<file path="src/rtl/radix2_feeder_if.sv">
// Sample-in / butterfly-pair-out bundle for radix2_feeder.
// The slave modport is the feeder itself; the master modport is the
// upstream sample source together with the downstream butterfly.
interface radix2_feeder_if #(
    parameter int WIDTH     = 24,
    parameter int LOG_DEPTH = 3
);
    // serial natural-order input stream
    logic                 in_valid;
    logic                 in_ready;
    logic [WIDTH-1:0]     in_data;

    // butterfly operand pair towards the datapath
    logic                 out_valid;
    logic [WIDTH-1:0]     rdup_out;
    logic [WIDTH-1:0]     rdlo_out;
    logic [LOG_DEPTH-1:0] coef_idx;
    logic                 frame_start;

    modport master (
        output in_valid,
        output in_data,
        input  in_ready,
        input  out_valid,
        input  rdup_out,
        input  rdlo_out,
        input  coef_idx,
        input  frame_start
    );

    modport slave (
        input  in_valid,
        input  in_data,
        output in_ready,
        output out_valid,
        output rdup_out,
        output rdlo_out,
        output coef_idx,
        output frame_start
    );
endinterface

</file>
<file path="src/rtl/radix2_feeder.sv">
// Radix-2 butterfly operand feeder.
// A block of 2*DEPTH natural-order samples arrives serially. The first
// DEPTH samples (FILL) are parked in a buffer; each of the next DEPTH
// samples (PAIR) is emitted as the lower operand x[k+DEPTH] alongside the
// buffered upper operand x[k] and twiddle index k, one cycle after accept.
// Samples pass bit-exact; the packed {re, im} layout is never split.
module radix2_feeder #(
    parameter int WIDTH     = 24,
    parameter int LOG_DEPTH = 3
) (
    input  logic               clk,
    input  logic               rst,
    input  logic               stall,
    input  logic               clr,
    radix2_feeder_if.slave     bus
);
    localparam int unsigned DEPTH = 2 ** LOG_DEPTH;
    localparam logic [LOG_DEPTH-1:0] K_LAST = '1;
    localparam logic [LOG_DEPTH-1:0] K_ONE  = LOG_DEPTH'(1);

    // {phase, k} together form the block position counter; phase is its MSB
    typedef enum logic {
        FILL = 1'b0,
        PAIR = 1'b1
    } phase_t;

    phase_t               phase;
    phase_t               phase_nxt;
    logic [LOG_DEPTH-1:0] k;
    logic [LOG_DEPTH-1:0] k_nxt;

    // parked upper operands x[0..DEPTH-1]; no reset needed, always written before read
    logic [WIDTH-1:0]     buffer [DEPTH];
    logic                 buf_we;

    // output registers and their next values
    logic                 valid_q;
    logic                 valid_nxt;
    logic                 fs_q;
    logic                 fs_nxt;
    logic [WIDTH-1:0]     up_q;
    logic [WIDTH-1:0]     up_nxt;
    logic [WIDTH-1:0]     lo_q;
    logic [WIDTH-1:0]     lo_nxt;
    logic [LOG_DEPTH-1:0] coef_q;
    logic [LOG_DEPTH-1:0] coef_nxt;

    // a stalled butterfly cannot take a pair, so no sample is taken either
    assign bus.in_ready = !stall;

    assign bus.out_valid   = valid_q;
    assign bus.frame_start = fs_q;
    assign bus.rdup_out    = up_q;
    assign bus.rdlo_out    = lo_q;
    assign bus.coef_idx    = coef_q;

    // position counter and output registers, asynchronously cleared
    always_ff @(posedge clk or posedge rst) begin
        if (rst) begin
            phase   <= FILL;
            k       <= '0;
            valid_q <= 1'b0;
            fs_q    <= 1'b0;
            up_q    <= '0;
            lo_q    <= '0;
            coef_q  <= '0;
        end else begin
            phase   <= phase_nxt;
            k       <= k_nxt;
            valid_q <= valid_nxt;
            fs_q    <= fs_nxt;
            up_q    <= up_nxt;
            lo_q    <= lo_nxt;
            coef_q  <= coef_nxt;
        end
    end

    // next position, buffer write enable and next output pair
    always_comb begin
        phase_nxt = phase;
        k_nxt     = k;
        valid_nxt = valid_q;
        fs_nxt    = fs_q;
        up_nxt    = up_q;
        lo_nxt    = lo_q;
        coef_nxt  = coef_q;
        buf_we    = 1'b0;

        if (clr) begin
            // restart wins over stall and swallows any sample offered now
            phase_nxt = FILL;
            k_nxt     = '0;
            valid_nxt = 1'b0;
            fs_nxt    = 1'b0;
        end else if (!stall) begin
            valid_nxt = 1'b0;
            fs_nxt    = 1'b0;
            if (bus.in_valid) begin
                k_nxt = k + K_ONE;
                if (k == K_LAST) begin
                    case (phase)
                        FILL:    phase_nxt = PAIR;
                        PAIR:    phase_nxt = FILL;
                        default: phase_nxt = FILL;
                    endcase
                end
                case (phase)
                    FILL: buf_we = 1'b1;
                    PAIR: begin
                        // buffer[k] is consumed here, before next block's FILL rewrites it
                        up_nxt    = buffer[k];
                        lo_nxt    = bus.in_data;
                        coef_nxt  = k;
                        valid_nxt = 1'b1;
                        fs_nxt    = (k == '0);
                    end
                    default: buf_we = 1'b0;
                endcase
            end
        end
    end

    // park FILL samples at their k slot
    always_ff @(posedge clk) begin
        if (buf_we) begin
            buffer[k] <= bus.in_data;
        end
    end
endmodule

</file>
<file path="src/flat_wrapper.sv">
// flat-port wrapper written by rule: the top's interface ports become plain ports
module radix2_feeder_flat 
#(
    parameter int WIDTH     = 24,
    parameter int LOG_DEPTH = 3
)
  (clk, rst, stall, clr, bus_in_valid, bus_in_data, bus_in_ready, bus_out_valid, bus_rdup_out, bus_rdlo_out, bus_coef_idx, bus_frame_start);
  radix2_feeder_if #(.WIDTH(WIDTH), .LOG_DEPTH(LOG_DEPTH)) bus_i ();
  input  logic clk;
  input  logic rst;
  input  logic stall;
  input  logic clr;
  input wire logic [$bits(bus_i.in_valid)-1:0] bus_in_valid;
  input wire logic [$bits(bus_i.in_data)-1:0] bus_in_data;
  output wire logic [$bits(bus_i.in_ready)-1:0] bus_in_ready;
  output wire logic [$bits(bus_i.out_valid)-1:0] bus_out_valid;
  output wire logic [$bits(bus_i.rdup_out)-1:0] bus_rdup_out;
  output wire logic [$bits(bus_i.rdlo_out)-1:0] bus_rdlo_out;
  output wire logic [$bits(bus_i.coef_idx)-1:0] bus_coef_idx;
  output wire logic [$bits(bus_i.frame_start)-1:0] bus_frame_start;
  assign bus_i.in_valid = bus_in_valid;
  assign bus_i.in_data = bus_in_data;
  assign bus_in_ready = bus_i.in_ready;
  assign bus_out_valid = bus_i.out_valid;
  assign bus_rdup_out = bus_i.rdup_out;
  assign bus_rdlo_out = bus_i.rdlo_out;
  assign bus_coef_idx = bus_i.coef_idx;
  assign bus_frame_start = bus_i.frame_start;
  radix2_feeder #(.WIDTH(WIDTH), .LOG_DEPTH(LOG_DEPTH)) u_core (.clk(clk), .rst(rst), .stall(stall), .clr(clr), .bus(bus_i));
endmodule
</file>
<file path="config.mk">
export PLATFORM = sky130hd
export DESIGN_NAME = radix2_feeder_flat
export DESIGN_NICKNAME = d
export VERILOG_FILES = /design/src/rtl/radix2_feeder_if.sv /design/src/rtl/radix2_feeder.sv /design/src/flat_wrapper.sv
export SDC_FILE = /design/constraint.sdc
export NUM_CORES = 1
export LEC_CHECK = 0
export BUFFER_PORTS_ARGS = -buffer_cell sky130_fd_sc_hd__buf_4
export CORE_UTILIZATION = 23
export DETAILED_ROUTE_END_ITERATION = 8
export GPL_TIMING_DRIVEN = 1
export SYNTH_ARGS = -nofsm -noshare
export SYNTH_HDL_FRONTEND = slang
export SYNTH_SLANG_ARGS = --single-unit
</file>
<file path="constraint.sdc">
create_clock -name clk -period 2.5 [get_ports clk]
set_clock_uncertainty 0.15 [all_clocks]
set_input_delay 0.125 -clock clk [delete_from_list [all_inputs] [get_ports clk]]
set_output_delay 0.125 -clock clk [all_outputs]
set_load 0.05 [all_outputs]
</file>
After elaboration in Yosys (flattened, before gate mapping)
Memory sizes are Yosys's and may differ from the RTL's. A register that Yosys moved wholly into a read port is not among the register bits.
Index checks and enable logic that the tools add are counted.
{ "word_totals": {"mem_bits_rw": 192, "ff_bits": 33, "output_inout_bits": 54, "wordCells": 42, "inputBits": 29, "n_memories": 1} }
{ "op_classes": {"reduce_logical": 7, "bitwise": 3, "n_eq_ne": 2, "addsub": 1, "n_mux": 22} }
{ "mem_list": {"columns": ["name", "words", "word_bits", "read_ports", "rd_clocked_by_memory_dff", "write_ports", "line_no", "rtl"], "rows": [
  ["u_core.buffer", 8, 24, 1, 1, 1, "radix2_feeder.sv:33", "logic [WIDTH-1:0] buffer [DEPTH];"]
]} }
{ "op_table": {"columns": ["op", "n"], "rows": [
  ["1-bit two-way mux", 18],
  ["3-bit two-way mux", 3],
  ["4-bit AND reduction", 1],
  ["2-bit nonzero test", 2],
  ["3-bit by 1-bit adder with 3-bit output, second input constant", 1],
  ["3-bit equality test, second input constant", 1],
  ["3-bit logical NOT", 1],
  ["1-bit NOT", 3],
  ["3-bit AND reduction", 1],
  ["2-bit by 1-bit != test with 1-bit output, second input constant", 1],
  ["1-bit case mux with 2 select lines", 1],
  ["2-bit AND reduction", 1],
  ["1-bit logical NOT", 1]
]} }

Longest topological paths before layout
{ "depth": {"word_depth": 6, "depth_mapped": 6} }

Worst setup path before layout
OpenSTA, ideal clock, no wires.
{ "synth_timing": {"path_kind": "register -> register", "startpoint": "register u_core.k[1]", "endpoint": "memory u_core.buffer[1][0] (enable)", "path_stages_with_launch": 5, "required_ns": 1.945, "period_less_slack_ns": 2.548, "t_arrival_ns": 1.993, "n_path_buf": 2, "slack_ns": -0.048, "path_cell_list": "dfrtp_1 > or2_1 > buf_6 > buf_4 > nor2_1"} }
{ "synth_lines": {"columns": ["element", "line_no", "rtl"], "rows": [
  ["from (decl)", "radix2_feeder.sv:29", "logic [LOG_DEPTH-1:0] k;"],
  ["from (signal assigned)", "radix2_feeder.sv:69", "k <= k_nxt;"],
  ["to (decl)", "radix2_feeder.sv:33", null]
]} }
No word-level cell before the write port.

Worst setup path after layout
{ "layout_timing": {"startpoint": "register u_core.k[0]", "endpoint": "memory u_core.buffer[0][3] (enable)"} }
No word-level cell before the write port.

==> reports/summary.txt <==
==================================================================================
Number of sinks handled by clock tree synthesis .....................          249
Minimum clock period ................................................      1970 ps
Number of pins exceeding their max-slew limit in the final report ...            0
Final layout net count ..............................................          710
DPL Wire Length .....................................................    13,900 um
Worst slew margin relative to its limit .............................        0.640
TritonCTS clock tree ................................................          yes
Wire length of the first global-routing pass ........................    33,500 um
Die outline area ....................................................  43,000 um^2
Fraction of layout cells with a size suffix above 1 .................        0.291
Worst R2R End ....................................................... u_core.buffer[0][3]
Total Wirelength ....................................................    22,100 um
Setup slack of the most critical reg-to-reg path ....................       530 ps
Antenna cells .......................................................            0
Worst R2R Path Depth ................................................            4
Leak Pwr ............................................................   0.00446 uW
Startpoint types ....................................................     register
Register bit count reported by yosys ................................          249
Source of the critical timing path ..................................  u_core.k[0]
Maximum number of pins on one net before global-route repair ........           53
Sequential Area .....................................................    7200 um^2
FILL cells ..........................................................        3,988
Vertical extent of the die ..........................................       207 um
Total grt overflow ..................................................            0
End of the critical path ............................................ u_core.buffer[0][3]
Horizontal extent of the die ........................................       207 um
Unique cell type count in the Yosys netlist .........................           27
Source of the worst register-to-register timing path ................  u_core.k[0]
Top-level port count ................................................           83
Peak clock frequency supported by timing ............................      507 MHz
Number of instances in the synthesized netlist ......................          537
Mean number of vias per cell ........................................         4.15
Final ANT Viol Nets .................................................            0
Max-cap check violation count .......................................            0
Routability-driven placement congestion ratio .......................        0.706
Data arrival, critical path .........................................      2020 ps
DRC violations left .................................................            0
Final Total Pwr .....................................................      9380 uW
Part of the Yosys area used for sequential elements .................        0.742
Number of synthesis warnings ........................................            0
DR WL/cell ..........................................................      17.9 um
Clock transition at path regs .......................................        60 ps
Detailed router's first-iteration violation count ...................          263
Nets in the synthesized netlist .....................................          569
Largest driver fanout on the critical path ..........................           24
Cell Area, Synth ....................................................    9700 um^2
Worst min path class ................................................  in -> async
Worst vdd rail ir drop ..............................................       567 uV
Crit end category ...................................................     register
Iteration count of the initial detailed-routing pass ................            4
Final hold violations ...............................................            0
Total number of placement rows ......................................           74
Clock tree root driver cell ......................................... sky130_fd_sc_hd__clkbuf_16
Total number of vias ................................................        5,118
Outcome ............................................................. finished, final reports clean
Number of post-CTS setup repair buffers .............................            0
Worst slew pin tran .................................................       540 ps
Util after Layout ...................................................        0.301
Total area of multi-input combinational cells .......................    2310 um^2
Unrepaired setup endpoints after global routing .....................        false
Clock insertion delay at the later pin of the skew report ...........       560 ps
Pwr Density .........................................................  757 nW/um^2
Initial Util ........................................................        0.235
Antenna violations before repair ....................................            0
Final cycle utilization of the critical path ........................        0.789
Mean instance size in the synthesized netlist .......................    18.1 um^2
Type of the worst setup path ........................................   reg -> reg
Data required time of the critical path .............................      2550 ps
GRT Overall Usage ...................................................        0.101
CTS max path bufs ...................................................            3
Total number of H-tree levels .......................................            1
Number of buffers added on ports ....................................           82
Number of endpoints failing setup at the final stage ................            0
Area of the core region .............................................  41,200 um^2
Number of global-route vias before repair ...........................        5,454
Clock buffer count from CTS .........................................           29
Signed area change from the synthesized netlist to the final layout .        27.8%
==================================================================================
==> through the flow <==
step / TNS, ps / instances / hold slack (ps) / instance area (um^2) / setup slack, ps
after floorplan: -2280 / 537 / 41.4 / 9700 / -47.5
after global placement: 0 / 1150 / 40.0 / 11100 / 554
after detailed placement: 0 / 1150 / 43.2 / 11100 / 537
after CTS: 0 / 1233 / 13.1 / 12400 / 515
after global routing: 0 / 1233 / 62.9 / 12400 / 445
final: 0 / 1233 / 15.3 / 12400 / 527
==> timing repair <==
item | 4_1_cts | 5_1_grt
hold endpoints to repair | 279 | 0
resized for setup | 0 | 0
hold buffers | 29 | 0
==> where the power goes <==
group	switching [uW]	internal [uW]	leakage, uW
registers	9.97	4490	0.00252
clock network	1750	2700	0.000497
logic	243	190	0.00144
total	2000	7380	0.00446
==> state kept, by name, summed over array words and instances (netlist names) <==
signal / count
u_core.buffer: 192
u_core.bus.frame_start: 1
u_core.bus.rdup_out: 24
u_core.bus.coef_idx: 3
u_core.k: 3
u_core.bus.out_valid: 1
u_core.phase: 1
u_core.bus.rdlo_out: 24
==> synth_stat cells (all sizes together) <==
cell type / count / area, um^2
nand2b: 2 / 12.5
and4bb: 1 / 12.5
nand3: 2 / 10.0
buf: 31 / 239
or2: 1 / 6.26
ha: 3 / 37.5
a31oi: 24 / 163
xnor2: 1 / 8.76
o22a: 48 / 420
xor2: 1 / 8.76
clkbuf: 1 / 3.75
nor2: 38 / 143
a32o: 1 / 10.0
a21o: 1 / 7.51
inv: 5 / 18.8
mux2: 27 / 405
nand2: 1 / 3.75
edfxtp: 192 / 5770
mux2i: 98 / 981
nand3b: 1 / 7.51
dfrtp: 57 / 1430
nor2b: 1 / 6.26
==> cell type report <==
type | count | area share
clock buffer | 37 | 0.0642
inverter | 5 | 0.00162
sequential | 249 | 0.581
tap | 532 | 0.0537
timing repair buffer | 142 | 0.0949
clock inverter | 17 | 0.0188
multi-input combinational | 251 | 0.186
==> worst min path at each step <==
stage	from	cells after the start	to	slack [ps]
2_1_floorplan	clr	1	u_core.k[0]	40
3_3_place_gp	rst	2	u_core.bus.rdlo_out[2]	40
3_5_place_dp	rst	2	u_core.bus.rdlo_out[2]	40
4_1_cts	rst	3	u_core.bus.rdlo_out[22]	10
5_1_grt	rst	3	u_core.bus.rdlo_out[2]	60
6_report	rst	3	u_core.bus.rdlo_out[2]	20
==> worst max-delay path, cell delays in order, from the launching register on <==
cell,delay [ps]
sky130_fd_sc_hd__dfrtp_4,540
sky130_fd_sc_hd__inv_2,80
sky130_fd_sc_hd__nand3_1,310
sky130_fd_sc_hd__nor2_4,170
sky130_fd_sc_hd__buf_4,360
==> layout by cell type, fill, tap and decap left out, types with 8 or more instances in the layout <==
cell type,count
sky130_fd_sc_hd__o22a_1,48
sky130_fd_sc_hd__nor2_1,30
sky130_fd_sc_hd__mux2i_1,98
sky130_fd_sc_hd__edfxtp_1,192
sky130_fd_sc_hd__dfrtp_1,56
sky130_fd_sc_hd__buf_4,110
sky130_fd_sc_hd__mux2_4,27
sky130_fd_sc_hd__clkbuf_16,29
sky130_fd_sc_hd__dlygate4sd3_1,29
sky130_fd_sc_hd__nor2_4,8
sky130_fd_sc_hd__a31oi_1,22
==> metal layers <==
metal / global-route usage / part of all wire / vias to the layer above
li1: - / - / 2382
met5: 0 / 0 / -
met2: 0.176 / 0.50 / 98
met3: 0.0183 / 0.037 / 33
met1: 0.131 / 0.45 / 2605
met4: 0.0211 / 0.015 / 0
==> kinds of logic (layout without fill, tap and decap cells) <==
logic type,Yosys count,in the layout,synth area share
multiplexers,125,125,0.143
adder cells (fa/ha/maj),3,3,0.00387
XOR/XNOR,2,2,0.00181
flip-flops,249,249,0.742
AO/OA/AOI/OAI,74,74,0.0619
AND/OR/NAND/NOR,47,47,0.0208
buffers and inverters,37,201,0.0270
(Power assumes the default switching activity.)
